$ cat src/rtl/draw_pkg.sv
// rtl/draw_pkg.sv - shared pixel widths, pixel bundle and scheduler state type
package draw_pkg;

  localparam int X_W = 8;
  localparam int Y_W = 7;
  localparam int C_W = 3;
  localparam int PIX_CNT_W = 15;

  typedef enum logic [2:0] {
    IDLE    = 3'd0,
    CLR_RUN = 3'd1,
    CLR_REL = 3'd2,
    DRW_RUN = 3'd3,
    DRW_REL = 3'd4,
    FIN     = 3'd5
  } sched_state_t;

  typedef struct packed {
    logic [X_W-1:0] x;
    logic [Y_W-1:0] y;
    logic [C_W-1:0] colour;
    logic           plot;
  } pixel_t;

endpackage

$ cat src/rtl/vga_src_mux.sv
// rtl/vga_src_mux.sv - two-source pixel mux with source select and blanking
module vga_src_mux
  import draw_pkg::*;
(
  input  logic   sel_drw,
  input  logic   blank,
  input  pixel_t clr_pix,
  input  pixel_t drw_pix,
  output pixel_t vga_pix
);

  // Blanking forces every field to zero so no stray plot leaks out.
  always_comb begin
    vga_pix = '0;
    if (!blank) begin
      vga_pix = sel_drw ? drw_pix : clr_pix;
    end
  end

endmodule

$ cat src/rtl/draw_scheduler.sv
// rtl/draw_scheduler.sv - clear-then-draw frame sequencer driving the VGA adapter
// Optional pixel counter output enabled by DRAW_SCHEDULER_PIXCNT_EN.
module draw_scheduler
  import draw_pkg::*;
#(
  parameter logic [C_W-1:0] CLEAR_COLOUR = 3'b000,
  parameter int             AUTO_START   = 1
) (
`ifdef DRAW_SCHEDULER_PIXCNT_EN
  output logic [PIX_CNT_W-1:0] pix_count,
`endif
  input  logic           clk,
  input  logic           rst,
  input  logic           go,
  output logic           busy,
  output logic           frame_done,
  output logic           clr_start,
  output logic [C_W-1:0] clr_colour,
  input  logic           clr_done,
  input  logic [X_W-1:0] clr_x,
  input  logic [Y_W-1:0] clr_y,
  input  logic [C_W-1:0] clr_colour_in,
  input  logic           clr_plot,
  output logic           drw_start,
  input  logic           drw_done,
  input  logic [X_W-1:0] drw_x,
  input  logic [Y_W-1:0] drw_y,
  input  logic [C_W-1:0] drw_colour,
  input  logic           drw_plot,
  output logic [X_W-1:0] vga_x,
  output logic [Y_W-1:0] vga_y,
  output logic [C_W-1:0] vga_colour,
  output logic           vga_plot
);

  sched_state_t state, state_nxt;
  logic         pending;
  logic         start_frame;
  logic         in_seq;
  pixel_t       clr_pix, drw_pix, vga_pix;

  assign in_seq = (state != IDLE);

  always_comb begin
    state_nxt   = state;
    start_frame = 1'b0;
    case (state)
      IDLE: begin
        if (go || pending) begin
          state_nxt   = CLR_RUN;
          start_frame = 1'b1;
        end
      end
      CLR_RUN: if (clr_done)  state_nxt = CLR_REL;
      CLR_REL: if (!clr_done) state_nxt = DRW_RUN;
      DRW_RUN: if (drw_done)  state_nxt = DRW_REL;
      DRW_REL: if (!drw_done) state_nxt = FIN;
      FIN:                    state_nxt = IDLE;
      default:                state_nxt = IDLE;
    endcase
  end

  // A single pending request is remembered; extra go pulses collapse into it.
  always_ff @(posedge clk) begin
    if (rst) begin
      state   <= IDLE;
      pending <= (AUTO_START != 0);
    end else begin
      state <= state_nxt;
      if (start_frame) begin
        pending <= 1'b0;
      end else if (go && in_seq) begin
        pending <= 1'b1;
      end
    end
  end

  // Outputs are gated by rst so nothing is asserted while reset is held.
  assign busy       = !rst && in_seq;
  assign frame_done = !rst && (state == FIN);
  assign clr_start  = !rst && (state == CLR_RUN);
  assign drw_start  = !rst && (state == DRW_RUN);
  assign clr_colour = CLEAR_COLOUR;

  assign clr_pix = '{x: clr_x, y: clr_y, colour: clr_colour_in, plot: clr_plot};
  assign drw_pix = '{x: drw_x, y: drw_y, colour: drw_colour, plot: drw_plot};

  vga_src_mux u_mux (
    .sel_drw (state == DRW_RUN),
    .blank   (rst || !((state == CLR_RUN) || (state == DRW_RUN))),
    .clr_pix (clr_pix),
    .drw_pix (drw_pix),
    .vga_pix (vga_pix)
  );

  assign vga_x      = vga_pix.x;
  assign vga_y      = vga_pix.y;
  assign vga_colour = vga_pix.colour;
  assign vga_plot   = vga_pix.plot;

`ifdef DRAW_SCHEDULER_PIXCNT_EN
  logic [PIX_CNT_W-1:0] pix_cnt_q;

  always_ff @(posedge clk) begin
    if (rst || start_frame) begin
      pix_cnt_q <= '0;
    end else if (vga_plot && (pix_cnt_q != {PIX_CNT_W{1'b1}})) begin
      pix_cnt_q <= pix_cnt_q + 1'b1;
    end
  end

  assign pix_count = pix_cnt_q;
`endif

endmodule

$ cat config.mk
export PLATFORM = sky130hd
export DESIGN_NAME = draw_scheduler
export DESIGN_NICKNAME = d
export VERILOG_FILES = /design/src/rtl/draw_pkg.sv /design/src/rtl/vga_src_mux.sv /design/src/rtl/draw_scheduler.sv
export SDC_FILE = /design/constraint.sdc
export NUM_CORES = 1
export LEC_CHECK = 0
export CAP_MARGIN = 20
export CORE_MARGIN = 8
export CORE_UTILIZATION = 31
export DETAILED_ROUTE_END_ITERATION = 8
export GPL_ROUTABILITY_DRIVEN = 1
export HOLD_SLACK_MARGIN = 0.03
export PLACE_DENSITY = 0.82
export SYNTH_ARGS = -nofsm -noshare
export SYNTH_HDL_FRONTEND = slang
export SYNTH_SLANG_ARGS = --single-unit
export TNS_END_PERCENT = 30
$ cat constraint.sdc
create_clock -name clk -period 4.2 [get_ports clk]
set_input_delay 0.84 -clock clk [delete_from_list [all_inputs] [get_ports clk]]
set_output_delay 0.84 -clock clk [all_outputs]
set_load 0.005 [all_outputs]
# [Word-level counts from Yosys, hierarchy flattened]
# Index checks and enable logic that the tools add are counted.
[word_totals] ff_bits=4 out_inout_bits=26 wordCells=38
[op_classes] eq_ne=10 mux=12 n_reduce_logical=14
[op_table] operator="$mux W19" count=2
[op_table] operator="$mux W3" count=5
[op_table] operator="$pmux W3 S5" count=1
[op_table] operator="$ne A2 B2 Y1 const B" count=5
[op_table] operator="$eq A3 B2 Y1 const B" count=2
[op_table] operator="$eq A3 B3 Y1 const B" count=2
[op_table] operator="$logic_and A1 B1 Y1" count=5
[op_table] operator="$reduce_and A5 Y1" count=1
[op_table] operator="$mux W1" count=4
[op_table] operator="$eq A3 B1 Y1 const B" count=1
[op_table] operator="$logic_not A3 Y1" count=1
[op_table] operator="$logic_or A1 B1 Y1" count=3
[op_table] operator="$reduce_bool A3 Y1" count=1
[op_table] operator="$logic_not A1 Y1" count=2
[op_table] operator="$reduce_bool A2 Y1" count=1

# [Depth between registers and ports, before layout]
[logic_depth] ltp_word=5 ltp_mapped=6 mapped_depth_nobuf=4

# [By module]
# Synthesis repeated with hierarchy kept, for this count alone.
[hier_totals] cells_unflattened=78 area_unflattened_um2=580.6
[modules_own_cells] module="vga_src_mux" instances=1 cells_each=42 area_per_inst_um2=302.8
[modules_own_cells] module="draw_scheduler" instances=1 cells_each=36 area_per_inst_um2=277.8

# [Worst setup path before layout]
# Ideal clock, no wire load.
[synth_path] path_type="input to output" from="input port rst" to="output port vga_colour[0]" arrival_ns=1.481 t_required_ns=3.360 setup_slack_ns=1.879 path_stages=3 path_buffers=1 cell_sequence="or3b_4 -> buf_6 -> a21oi_2"
[synth_between] elab_chain_len=2
[synth_lines] element="from (decl)" line_no="draw_scheduler.sv:13" rtl="input logic rst,"
[synth_lines] element="$logic_or A1 B1 Y1" line_no="draw_scheduler.sv:90" rtl=".blank (rst || !((state == CLR_RUN) || (state == DRW_RUN))),"
[synth_lines] element="$mux W19" line_no="vga_src_mux.sv:15" rtl="if (!blank) begin"
[synth_lines] element="to (decl)" line_no="draw_scheduler.sv:32" rtl="output logic [C_W-1:0] vga_colour,"
# No other way between the ends.

# [Worst setup path after layout]
[layout_path] from="input port rst" to="output port vga_x[7]"
[layout_between] elab_chain_len=2
[layout_lines] element="$logic_or A1 B1 Y1" line_no="draw_scheduler.sv:90"
[layout_lines] element="$mux W19" line_no="vga_src_mux.sv:15"
[layout_lines] element="to (decl)" line_no="draw_scheduler.sv:30" rtl="output logic [X_W-1:0] vga_x,"
# No other way between the ends.

==> summary.txt <==
status = completed
crit end category = primary output
met1 usage = 0.139
worst hold start = pending
unrepaired setup endpoints after global routing = false
initial detailed-routing violation count = 33
period utilization = 0.833
DR DRC count = 0
Worst setup SP type = input port
Ys Warns = 0
total global routing overflow = 0
First-pass DRT Iterations = 4
worst-path fanout max = 21
Nets = 206
TritonCTS clock tree = built
via count = 888
syn_area_per_cell = 6.62 um^2
met3 track demand over resource = 0.0394
Syn Std Cell Area = 668 um^2
WP buf/inv = 2
Worst path max stage delay = 590 ps
Die W = 62.4 um
final WL = 2.54 mm
post-CTS setup buffer count = 0
initial core utilization = 0.314
layout cell share with drive strength beyond 1 = 0.180
min Tclk post-route = 3500 ps
clk_skew = 7.19 ps
post-CTS sizing = 0
#FFs+latches synth = 4
worst reg-to-reg path cell count = 4
Sink Count = 4
met2 global-route usage = 0.225
Util after Layout = 0.611
Total GRT Usage = 0.127
R2R Path Start = state[0]
placed insts = 186
core area = 2130 um^2
Pwr Density = 269 nW/um^2
Detail Route Antenna Nets = 0
Die Area = 3900 um^2
drt wl/cell = 13.4 um
Clk pin slew, worst setup/hold paths = 40 ps
Clock Path Buffers = 2
Slew Limit Headroom = 0.571
RD Place Congestion = 0.699
I/O Buffers = 65
Slew Limit Fails = 0
H-tree depth = 1
Overall Power = 350 uW
DP HPWL = 2.03 mm
max cap viols = 0
CTS root buf = clkbuf_4
Final Hold Viols = 0
CTS Hold Bufs = 0
Max Fclk = 0.286 GHz
non-filler instance count after layout = 189
Critical-path top delay cell = or3b_4
Lkg Pwr = 0.473 nW
CP cell instances = clkdlybuf4s50_1 -> or3b_4 -> a21oi_1 -> clkdlybuf4s50_1
total negative slack = 0 ps
Skew-Pair Late Insertion Delay = 240 ps
pin count of the biggest net entering global routing = 22
DR vias/cell = 4.70
Multi-input gate area = 495 um^2
cells after synthesis = 101
Critical Path RT = 3360 ps
Layout fillers = 203
I/O pin count = 69
Rows = 17
Worst-Margin Slew = 641 ps
vias in the first global route = 929
CP dominant cell by count = clkdlybuf4s50_1
Critical Path AT = 2660 ps
R2R Setup Slk = 2460 ps
antenna violations before repair = 0
family with the most delay on the worst path = buffers and inverters
Reg area = 80.1 um^2
FF-to-FF End = state[2]
sequential fraction of the synthesis area = 0.120
Unique masters post-synth = 27
hold endpoint = pending
Crit Path Category = in -> out
ANT cells = 0
worst min path class = reg -> reg
die height = 62.4 um
first-pass GRT wire length = 4.29 mm
gr busiest metal = met2
total CTS buffers = 3
Worst Hold Depth = 2
peak supply drop = 0.232 mV
final setup violating endpoints = 0
Area Growth Syn to Fin = 94.4%
## sequential cells by signal, indices dropped and copies added (netlist names)
register / count
state: 3
pending: 1
## metrics by stage
stage	instance area [um^2]	setup slack, ps	hold WS, ps
final	1300	703	535
after CTS	1300	700	528
after floorplan	676	1880	468
after global placement	1280	734	491
after detailed placement	1280	712	523
after global routing	1300	621	563
## synthesized netlist by cell type, drive strengths merged
| library cell | count | share of area |
|---|---|---|
| nand3b | 1 | 0.017 |
| nor2b | 1 | 0.0094 |
| o311ai | 1 | 0.013 |
| nor3b | 1 | 0.019 |
| buf | 11 | 0.14 |
| dfxtp | 4 | 0.12 |
| a22oi | 1 | 0.011 |
| a31oi | 1 | 0.0094 |
| inv | 2 | 0.011 |
| mux2i | 2 | 0.030 |
| nor4bb | 1 | 0.015 |
| o21ai | 1 | 0.0075 |
| nand2b | 1 | 0.0094 |
| a21oi | 20 | 0.25 |
| conb | 1 | 0.0056 |
| or3b | 1 | 0.017 |
| nand2 | 38 | 0.21 |
| o21bai | 1 | 0.011 |
| nor3 | 3 | 0.022 |
| nand3 | 1 | 0.0075 |
| a211o | 1 | 0.015 |
| nor2 | 7 | 0.047 |
## kinds of logic after synthesis
family	share of synthesized area
AND/OR/NAND/NOR	0.376
AO/OA/AOI/OAI	0.318
flip-flops	0.120
multiplexers	0.0300
other	0.00561
buffers and inverters	0.150
## worst register-to-register path, stage by stage (launching register included)
cell and delay [ps]:
dfxtp_1 570, nor3b_2 630, buf_4 290, a22oi_1 100, nor2_1 90
## metal layers
metal / vias to the layer above / routed length, um
li1: 449 / -
met3: 3 / 196
met2: 38 / 1250
met4: 0 / 32
met1: 398 / 1060
met5: - / 0
## area by class of cell
class,instances,area share
timing repair buffer,66,0.507
clock buffer,3,0.0173
tap,28,0.0270
inverter,2,0.00578
multi-input combinational,86,0.382
sequential,4,0.0617
## how the worst max path moves through the flow
stage                     start             to  slack [ps]  depth (start not counted)
after floorplan             rst  vga_colour[0]        1880                          3
after global placement      rst       vga_x[7]         730                          4
after detailed placement    rst       vga_x[7]         710                          4
after CTS                   rst       vga_x[7]         700                          4
after global routing        rst       vga_x[7]         620                          4
final                       rst       vga_x[7]         700                          4
## cell usage in the layout, fill, tap and decap left out, drive strengths merged, types with 2 or more instances in the layout
cell type / count
nand2: 38
nor3: 3
conb: 3
mux2i: 2
dfxtp: 4
inv: 2
clkdlybuf4s50: 65
nor2: 7
a21oi: 20
clkbuf: 3
## power by group
part | leakage [nW] | switching (mW) | internal (mW)
logic | 0.426 | 0.0964 | 0.133
clock network | 0.0138 | 0.0178 | 0.0321
registers | 0.0330 | 0.0229 | 0.0482
total | 0.473 | 0.137 | 0.213
Power figures use the tool's default switching activity.
